`config.mk`:
```
export PLATFORM = sky130hd
export DESIGN_NAME = end_game_frame_tx_flat
export DESIGN_NICKNAME = d
export VERILOG_FILES = /design/src/rtl/comm_pkg.sv /design/src/rtl/end_game_frame_tx_if.sv /design/src/rtl/end_game_frame_builder.sv /design/src/rtl/end_game_frame_tx.sv /design/src/flat_wrapper.sv
export SDC_FILE = /design/constraint.sdc
export NUM_CORES = 1
export LEC_CHECK = 0
export CAP_MARGIN = 10
export CORE_ASPECT_RATIO = 1.75
export CORE_MARGIN = 4
export CORE_UTILIZATION = 46
export DETAILED_ROUTE_END_ITERATION = 10
export GPL_ROUTABILITY_DRIVEN = 0
export PLACE_DENSITY = 0.85
export REMOVE_ABC_BUFFERS = 1
export SETUP_SLACK_MARGIN = 0.5
export SLEW_MARGIN = 20
export SYNTH_ARGS = -nofsm -noshare
export SYNTH_HDL_FRONTEND = slang
export SYNTH_SLANG_ARGS = --single-unit
```
`constraint.sdc`:
```
create_clock -name clk -period 2.5 [get_ports clk]
set_clock_uncertainty 0.2 [all_clocks]
set_input_delay 0.25 -clock clk [delete_from_list [all_inputs] [get_ports clk]]
set_output_delay 0.25 -clock clk [all_outputs]
set_load 0.05 [all_outputs]
```
`src/rtl/comm_pkg.sv`:
```
// Shared definitions for the end-of-game frame path: FSM encoding, protocol
// byte constants and frame geometry helpers.
package comm_pkg;

  typedef enum logic [1:0] {
    S_IDLE      = 2'd0,
    S_BUILD     = 2'd1,
    S_LOAD      = 2'd2,
    S_WAIT_DONE = 2'd3
  } state_e;

  localparam logic [7:0] TRIGGER_EVT = 8'hAB;
  localparam logic [7:0] EVENT_EVT   = 8'hAE;
  localparam logic [7:0] RESULT_WIN  = 8'h10;
  localparam logic [7:0] RESULT_LOSS = 8'h00;

  function automatic int unsigned score_bytes(input int unsigned score_w);
    return (score_w + 32'd7) / 32'd8;
  endfunction

  // Event code + result byte, then optional big-endian score and checksum.
  function automatic int unsigned frame_len(input int unsigned score_w,
                                            input int unsigned send_score,
                                            input int unsigned checksum_en);
    return 32'd2 + send_score * score_bytes(score_w) + checksum_en;
  endfunction

endpackage

```
`src/rtl/end_game_frame_tx_if.sv`:
```
// UART byte handshake between the frame transmitter (master) and the UART
// transmitter (slave).
interface end_game_frame_tx_if;
  logic [7:0] tx_data;
  logic       send;
  logic       tx_busy;
  logic       data_sent;

  modport master (output tx_data, output send, input tx_busy, input data_sent);
  modport slave  (input tx_data, input send, output tx_busy, output data_sent);
endinterface

```
`src/rtl/end_game_frame_builder.sv`:
```
// Combinational byte selector: maps a frame index to the event code, result
// byte, big-endian score bytes or running checksum.
module end_game_frame_builder
  import comm_pkg::*;
#(
  parameter logic [7:0] EVENT_CODE = EVENT_EVT,
  parameter int         SCORE_W    = 5,
  parameter logic [7:0] WIN_BYTE   = RESULT_WIN,
  parameter logic [7:0] LOSS_BYTE  = RESULT_LOSS,
  parameter int         SEND_SCORE = 0
) (
  input  logic [2:0]         index,
  input  logic [SCORE_W-1:0] score,
  input  logic               vitoria,
  input  logic [7:0]         acc,
  output logic [7:0]         frame_byte
);

  localparam int unsigned SB = score_bytes(SCORE_W);
  localparam logic [2:0] SCORE_END = 3'(2 + SB);

  logic [15:0] score_ext;
  assign score_ext = 16'(score);

  // Any index past the score bytes is the checksum slot.
  always_comb begin
    frame_byte = acc;
    if (index == 3'd0) begin
      frame_byte = EVENT_CODE;
    end else if (index == 3'd1) begin
      frame_byte = vitoria ? WIN_BYTE : LOSS_BYTE;
    end else if ((SEND_SCORE != 0) && (index < SCORE_END)) begin
      if ((SB == 2) && (index == 3'd2)) begin
        frame_byte = score_ext[15:8];
      end else begin
        frame_byte = score_ext[7:0];
      end
    end
  end

endmodule

```
`src/rtl/end_game_frame_tx.sv`:
```
// End-of-game frame transmitter: waits for the payload builder, snapshots the
// score and serialises the frame one byte per UART handshake.
//
//   state     | meaning
//   ----------+--------------------------------------------------------
//   IDLE      | waiting for a qualified trigger event
//   BUILD     | build_payload high, waiting for payload_ready or timeout
//   LOAD      | present byte[idx] and strobe send once UART is free
//   WAIT_DONE | waiting for data_sent for the byte just loaded
module end_game_frame_tx
  import comm_pkg::*;
#(
  parameter logic [7:0] EVENT_CODE     = EVENT_EVT,
  parameter logic [7:0] TRIGGER_CODE   = TRIGGER_EVT,
  parameter int         SCORE_W        = 5,
  parameter int         WIN_THRESHOLD  = 20,
  parameter logic [7:0] WIN_BYTE       = RESULT_WIN,
  parameter logic [7:0] LOSS_BYTE      = RESULT_LOSS,
  parameter int         SEND_SCORE     = 0,
  parameter int         CHECKSUM_EN    = 0,
  parameter int         TIMEOUT_CYCLES = 0
) (
  input  logic                      clk,
  input  logic                      reset_n,
  end_game_frame_tx_if.master       tx,
  input  logic                      block,
  input  logic                      data_valid,
  input  logic [7:0]                evento,
  input  logic                      payload_ready,
  input  logic [SCORE_W-1:0]        pontuacao,
  output logic                      build_payload,
  output logic                      fim_jogo,
  output logic                      vitoria,
  output logic                      timeout,
  output logic                      busy
);

  localparam logic [1:0] IDLE      = S_IDLE;
  localparam logic [1:0] BUILD     = S_BUILD;
  localparam logic [1:0] LOAD      = S_LOAD;
  localparam logic [1:0] WAIT_DONE = S_WAIT_DONE;

  localparam int unsigned FRAME_LEN = frame_len(SCORE_W, SEND_SCORE, CHECKSUM_EN);
  localparam logic [2:0]  LAST_IDX  = 3'(FRAME_LEN - 1);
  localparam logic [31:0] WIN_TH    = 32'(WIN_THRESHOLD);

  // Down-counter loaded with TIMEOUT_CYCLES-1 so terminal count (zero) lands
  // on the last allowed BUILD cycle.
  localparam int               TO_W    = (TIMEOUT_CYCLES > 1) ? $clog2(TIMEOUT_CYCLES) : 1;
  localparam logic [TO_W-1:0]  TO_LOAD = (TIMEOUT_CYCLES > 1) ? TO_W'(TIMEOUT_CYCLES - 1) : '0;
  localparam bit               TO_EN   = (TIMEOUT_CYCLES != 0);

  logic [1:0]         state;
  logic [2:0]         idx;
  logic [SCORE_W-1:0] score_q;
  logic [7:0]         acc;
  logic [7:0]         frame_byte;
  logic [TO_W-1:0]    to_cnt;
  logic               trigger;
  logic               win;

  assign trigger = data_valid && !block && (evento == TRIGGER_CODE);
  assign win     = (32'(pontuacao) >= WIN_TH);

  end_game_frame_builder #(
    .EVENT_CODE (EVENT_CODE),
    .SCORE_W    (SCORE_W),
    .WIN_BYTE   (WIN_BYTE),
    .LOSS_BYTE  (LOSS_BYTE),
    .SEND_SCORE (SEND_SCORE)
  ) u_builder (
    .index      (idx),
    .score      (score_q),
    .vitoria    (vitoria),
    .acc        (acc),
    .frame_byte (frame_byte)
  );

  always_ff @(posedge clk or negedge reset_n) begin
    if (!reset_n) begin
      state         <= IDLE;
      idx           <= '0;
      score_q       <= '0;
      acc           <= '0;
      to_cnt        <= '0;
      tx.tx_data    <= '0;
      tx.send       <= 1'b0;
      build_payload <= 1'b0;
      fim_jogo      <= 1'b0;
      vitoria       <= 1'b0;
      timeout       <= 1'b0;
      busy          <= 1'b0;
    end else begin
      tx.send  <= 1'b0;
      fim_jogo <= 1'b0;
      timeout  <= 1'b0;
      case (state)
        IDLE: begin
          if (trigger) begin
            state         <= BUILD;
            build_payload <= 1'b1;
            busy          <= 1'b1;
            to_cnt        <= TO_LOAD;
          end
        end
        BUILD: begin
          if (payload_ready) begin
            score_q       <= pontuacao;
            vitoria       <= win;
            idx           <= '0;
            acc           <= '0;
            build_payload <= 1'b0;
            state         <= LOAD;
          end else if (TO_EN && (to_cnt == '0)) begin
            timeout       <= 1'b1;
            build_payload <= 1'b0;
            busy          <= 1'b0;
            state         <= IDLE;
          end else if (TO_EN) begin
            to_cnt <= to_cnt - TO_W'(1);
          end
        end
        LOAD: begin
          if (!tx.tx_busy) begin
            tx.tx_data <= frame_byte;
            tx.send    <= 1'b1;
            acc        <= acc ^ frame_byte;
            state      <= WAIT_DONE;
          end
        end
        WAIT_DONE: begin
          if (tx.data_sent) begin
            if (idx == LAST_IDX) begin
              fim_jogo <= 1'b1;
              busy     <= 1'b0;
              state    <= IDLE;
            end else begin
              idx   <= idx + 3'd1;
              state <= LOAD;
            end
          end
        end
        default: begin
          state         <= IDLE;
          build_payload <= 1'b0;
          busy          <= 1'b0;
        end
      endcase
    end
  end

endmodule
```
`src/flat_wrapper.sv`:
```
// flat-port wrapper written by rule: the top's interface ports become plain ports
module end_game_frame_tx_flat import comm_pkg::*;
#(
  parameter logic [7:0] EVENT_CODE     = EVENT_EVT,
  parameter logic [7:0] TRIGGER_CODE   = TRIGGER_EVT,
  parameter int         SCORE_W        = 5,
  parameter int         WIN_THRESHOLD  = 20,
  parameter logic [7:0] WIN_BYTE       = RESULT_WIN,
  parameter logic [7:0] LOSS_BYTE      = RESULT_LOSS,
  parameter int         SEND_SCORE     = 0,
  parameter int         CHECKSUM_EN    = 0,
  parameter int         TIMEOUT_CYCLES = 0
)
  (clk, reset_n, block, data_valid, evento, payload_ready, pontuacao, build_payload, fim_jogo, vitoria, timeout, busy, tx_tx_data, tx_send, tx_tx_busy, tx_data_sent);
  end_game_frame_tx_if tx_i ();
  input  logic clk;
  input  logic reset_n;
  input  logic block;
  input  logic data_valid;
  input  logic [7:0] evento;
  input  logic payload_ready;
  input  logic [SCORE_W-1:0] pontuacao;
  output logic build_payload;
  output logic fim_jogo;
  output logic vitoria;
  output logic timeout;
  output logic busy;
  output wire logic [$bits(tx_i.tx_data)-1:0] tx_tx_data;
  output wire logic [$bits(tx_i.send)-1:0] tx_send;
  input wire logic [$bits(tx_i.tx_busy)-1:0] tx_tx_busy;
  input wire logic [$bits(tx_i.data_sent)-1:0] tx_data_sent;
  assign tx_tx_data = tx_i.tx_data;
  assign tx_send = tx_i.send;
  assign tx_i.tx_busy = tx_tx_busy;
  assign tx_i.data_sent = tx_data_sent;
  end_game_frame_tx #(.EVENT_CODE(EVENT_CODE), .TRIGGER_CODE(TRIGGER_CODE), .SCORE_W(SCORE_W), .WIN_THRESHOLD(WIN_THRESHOLD), .WIN_BYTE(WIN_BYTE), .LOSS_BYTE(LOSS_BYTE), .SEND_SCORE(SEND_SCORE), .CHECKSUM_EN(CHECKSUM_EN), .TIMEOUT_CYCLES(TIMEOUT_CYCLES)) u_core (.clk(clk), .reset_n(reset_n), .tx(tx_i), .block(block), .data_valid(data_valid), .evento(evento), .payload_ready(payload_ready), .pontuacao(pontuacao), .build_payload(build_payload), .fim_jogo(fim_jogo), .vitoria(vitoria), .timeout(timeout), .busy(busy));
endmodule
```
==> impl_metrics.ini, run 1 <==
[critical_path]
crit_cells = 1
reg2reg_depth = 6
crit_family = buffers and inverters
r2r_start = u_core.idx[1]
slowest_stage = clkdlybuf4s50_1
crit_required_ps = 2050
worstPathCellList = clkdlybuf4s50_1
path_buf_inv = 1
reg2reg_to = u_core.idx[1]
cp_max_fo = 5
critPathLaunchType = flop
critPathArrivalTime_ps = 1500
critical_path.max_stage_delay_ps = 830
path_class = flop to output pin
ff2ff_setup_slack_ps = 700
end_kind = output pin

[floorplanning]
die_width_um = 46.7
die_area_um2 = 3530
core.rowCount = 24
initial_utilization_pct = 48.3
io_pins = 34
die_y_um = 75.7
core_area_um2 = 2490

[layout]
final_nets = 172
area_delta_synth_final_pct = 31.6
fillCellCount = 210
drive_gt1_share_pct = 8.78
layout.cells.non_filler = 174
diodes = 0

[timing]
fin_tns_setup_ps = 0
drv_slew = 0
rsz0062_at_grt = no
worst_pin_slew_ps = 526
relSlewSlack_pct = 64.9
period_needed_ps = 1950
fin_crit_sh_pct = 77.8
max_freq_mhz = 514
hold_viol = 0
setup_viol = 0

[route]
route.detailed.drc = 0
drtAntennaViolNets = 0
first_iter_violations = 11
routed-via-count = 932
wl_per_cell_um = 13.7
avgViaCountPerCell = 5.36
dr.pass1.iters = 4
drt_wl_total_um = 2380

[power_and_ir_drop]
pwr-share-comb_pct = 49.3
switching_share_pct = 43.0
p_switching_uw = 796
power.density_nw_per_um2 = 1170
p_int_uw = 1060
worst_ir_drop_vdd_uv = 888
p_clk_share_pct = 14.2
seqPwrFrac_pct = 36.5
leakage_uw = 0.000749

[clocking]
cts_buffers = 3
clock_sinks = 26
clk_path_buf_depth = 2
postCtsHoldBufs = 0
clk_pin_slew_ps = 90
htreeDepth = 1
clock_latency_ps = 260
root_buffer = clkbuf_8
cts_tree = done

[run_status]
status = complete, no violations

[logic_synthesis]
syn-instance-count = 118
synth_flop_cell = dfrtp_1
synth.distinct_cells = 32
synth_seq_cells = 26
synthArstFlopShare_pct = 100
syn_area_per_cell_um2 = 10.2
seq_area_frac_synth_pct = 54.1
synthesis.area_um2 = 1200
yosysWarnings = 0
synth_edf_count = 0

[placement]
place.port_buffers = 30
dp_hpwl_um = 1920
dp_cells = 170

[hold_path]
hold_path_class = input pin to async pin

[global_route]
antenna_found_initial = 0
grt_pass1_vias = 928
grt_overflow = 0
grt_max_degree = 27
grt_pass1_wl_um = 3730
grt_usage_pct = 14.4

[flow_run]
cap_violations = 0
==> flip-flops by register name, summed over array words and instances (netlist names) <==
name,cells
u_core.vitoria,1
u_core.acc,8
u_core.tx.tx_data,8
u_core.busy,1
u_core.build_payload,1
u_core.idx,3
u_core.tx.send,1
u_core.fim_jogo,1
u_core.state,2
==> cells in the final DEF (no fill, tap or decap), drive strengths merged, types with 2 or more instances in the layout <==
cell type and n:
mux2i 7, nor2b 2, a21oi 7, buf 3
clkbuf 4, inv 4, nor4bb 2, and3 4
ha 3, a22o 3, nor2 9, nand3 2
nand2 15, nand2b 2, clkdlybuf4s50 30, dfrtp 26
o21ai 12, nor3 2
==> timing repair <==
action / CTS / global route
endpoints found under the setup margin: 0 / 8
gates resized for setup: 0 / 1
buffers inserted: 0 / 0
==> through the flow <==
stage | setup WS [ps] | hold slack (ps) | utilization [%] | power, µW | area [µm²]
final | 554 | 146 | 63.6 | 1850 | 1580
after global placement | 429 | 261 | 61.2 | 1560 | 1530
after floorplan | 697 | -246 | - | 1290 | 1170
after global routing | 506 | 181 | 63.6 | 1970 | 1580
after detailed placement | 395 | 270 | 61.2 | 1600 | 1530
after CTS | 533 | 160 | 63.5 | 1860 | 1580
==> cells in the mapped netlist (3+ instances only) <==
cell type / number / share of area (%)
inv_1: 4 / 1.2
dfrtp_1: 26 / 54
a21oi_1: 7 / 2.9
nor2_1: 8 / 2.5
o21ai_0: 9 / 3.7
and3_1: 4 / 2.1
mux2i_1: 7 / 5.8
ha_1: 3 / 3.1
nand2_1: 15 / 4.7
a22o_1: 3 / 2.2
clkbuf_1: 4 / 1.2
==> cells by family (layout without fill, tap and decap cells) <==
family / Yosys count / in the layout / share of synthesized area, %
AND/OR/NAND/NOR: 44 / 44 / 19.8
flip-flops: 26 / 26 / 54.1
AO/OA/AOI/OAI: 24 / 24 / 11.6
buffers and inverters: 12 / 42 / 4.37
multiplexers: 8 / 8 / 6.76
adder cells (fa/ha/maj): 3 / 3 / 3.12
other: 1 / 1 / 0.312
==> worst max-delay path by stage <==
stage,start,end,slack (ps)
after floorplan,u_core.idx[0],u_core.acc[4],700
after global placement,tx_tx_busy,u_core.acc[4],430
after detailed placement,tx_tx_busy,u_core.acc[3],390
after CTS,u_core.state[1],u_core.acc[3],530
after global routing,u_core.vitoria,vitoria,510
final,u_core.vitoria,vitoria,550
==> routing by layer <==
metal  track usage (%)  share of wire, %
met1              13.5                35
met2              28.5                58
met3              2.60               4.8
met4              5.85               2.0
met5                 0                 0
==> power by group through the flow <==
stage | combinational (µW) | clock [µW] | sequential, µW
after floorplan | 402 | 0 | 886
after global placement | 880 | 0 | 675
after detailed placement | 912 | 0 | 684
after CTS | 916 | 268 | 676
after global routing | 986 | 288 | 697
final | 912 | 263 | 676
==> area by class of cell <==
class / instances / area, µm² / share of cell area (%)
multi-input cells: 80 / 503 / 31.8
clock buffers: 4 / 55.1 / 3.48
repair buffers: 33 / 323 / 20.4
well taps: 26 / 32.5 / 2.05
flip-flops and latches: 26 / 651 / 41.1
inverters: 5 / 20.0 / 1.26
No activity file was read; power rests on OpenSTA's default activity.
==> inputs of run 2 (changes only) <==
- clock period: 2.5 -> 2 ns (I/O delays scaled with it)
==> impl_metrics.ini, run 2 (same netlist as run 1, synthesis figures left out) <==
[run_status]
status = complete, no violations

[timing]
fin_crit_sh_pct = 82.3
max_freq_mhz = 608
hold_viol = 0
rsz0062_at_grt = yes
drv_slew = 0
setup_viol = 0
fin_tns_setup_ps = 0
period_needed_ps = 1650

[global_route]
grt_pass1_vias = 1080
grt_usage_pct = 18.4
antenna_found_initial = 0
grt_overflow = 0
grt_max_degree = 27
grt_pass1_wl_um = 4640

[floorplanning]
initial_utilization_pct = 48.3
die_width_um = 46.7
io_pins = 34
core_area_um2 = 2490
die_y_um = 75.7
die_area_um2 = 3530
core.rowCount = 24

[flow_run]
cap_violations = 0

[hold_path]
hold_path_class = input pin to async pin

[route]
wl_per_cell_um = 15.9
routed-via-count = 1031
avgViaCountPerCell = 5.37
route.detailed.drc = 0
first_iter_violations = 38
dr.pass1.iters = 4
drtAntennaViolNets = 0
drt_wl_total_um = 3040

[power_and_ir_drop]
seqPwrFrac_pct = 28.9
p_int_uw = 1630
power.density_nw_per_um2 = 1570
switching_share_pct = 43.3
worst_ir_drop_vdd_uv = 993
p_clk_share_pct = 11.5
pwr-share-comb_pct = 59.6
p_switching_uw = 1240
leakage_uw = 0.000857

[clocking]
clock_sinks = 26
postCtsHoldBufs = 0
clk_path_buf_depth = 2
htreeDepth = 1
clk_pin_slew_ps = 90
cts_tree = done
cts_buffers = 3
root_buffer = clkbuf_8
clock_latency_ps = 260

[critical_path]
cp-endpoint = u_core.acc[7]
worstPathCellList = or3b_4 > inv_4 > and2_4 > mux2i_1 > nor2_1
path_class = flop to flop
end_kind = flop
crit_cells = 5
r2r_start = u_core.state[0]
slowest_stage = or3b_4
reg2reg_to = u_core.acc[7]
critPathLaunch = u_core.state[0]
critPathLaunchType = flop
ff2ff_setup_slack_ps = 350
critPathArrivalTime_ps = 1630
reg2reg_depth = 5
crit_family = simple AND/OR/NAND/NOR gates
path_buf_inv = 1
critical_path.max_stage_delay_ps = 460
cp_max_fo = 5
crit_required_ps = 1990

[placement]
place.port_buffers = 30
place_area_um2 = 1550
dp_hpwl_um = 1970

[layout]
largest_registers = u_core.acc: 8 flops, u_core.tx.tx_data: 8 flops, u_core.idx: 3 flops
design_area_um2 = 1830
final_common_cell = dfrtp_1
final_nets = 190
area_delta_synth_final_pct = 52.2
diodes = 0
drive_gt1_share_pct = 36.7
final_cell_mix = 25 x dfrtp_1, 17 x clkdlybuf4s50_1, 17 x buf_4
[run 2: through the flow]
stage               util (%)  setup WS (ps)  hold WS [ps]  total power [µW]  std cells
floorplan                  -            197          -296              1610        111
global placement        62.1           98.1           260              1980        173
detailed placement      62.1           82.0           267              2030        173
CTS                     71.1            373           105              2670        187
global route            73.5            314           133              3040        192
finish                  73.5            355           102              2880        192
[run 2: worst min-delay path by stage]
stage                     cells after the start                   end  slack, ps
final                                         2        u_core.tx.send        100
after global routing                          2         u_core.acc[0]        130
after CTS                                     2         u_core.acc[3]        100
after detailed placement                      2  u_core.build_payload        270
after global placement                        2  u_core.tx.tx_data[1]        260
after floorplan                               0         u_core.acc[0]       -300
[run 2: metal layers]
metal | global-route usage [%] | share of wire, % | wire length, µm
met4 | 8.31 | 1.9 | 57
met1 | 17.0 | 36 | 1090
met2 | 36.7 | 58 | 1760
met5 | 0 | 0 | 0
met3 | 2.84 | 4.5 | 138
[run 2: timing repair]
| item | CTS | global route |
|---|---|---|
| endpoints found under the setup margin | 32 | 23 |
| endpoints found under the hold margin | 0 | 0 |
| setup buffers | 10 | 5 |
| pin swaps | 3 | 7 |
| gates resized for setup | 57 | 17 |
[run 2: layout make-up]
cell class                      count  area, µm²
Clock buffer                        4       55.1
Multi-Input combinational cell     80        601
Fill cell                         161        661
Timing Repair Buffer               51        470
Inverter                            5       21.3
Sequential cell                    26        652
Tap cell                           26       32.5
[run 2: power groups by stage]
stage / Combinational, µW / Clock [µW] / Sequential, µW
after floorplan: 502 / 0 / 1110
after global placement: 1150 / 0 / 822
after detailed placement: 1200 / 0 / 834
after CTS: 1510 / 341 / 816
after global routing: 1820 / 369 / 849
final: 1710 / 332 / 830
[run 2: worst reg2reg max path, stage by stage, from the launching register on]
cell and delay [ps]:
dfrtp_2 410, or3b_4 460, inv_4 110, and2_4 170, mux2i_1 80, nor2_1 140
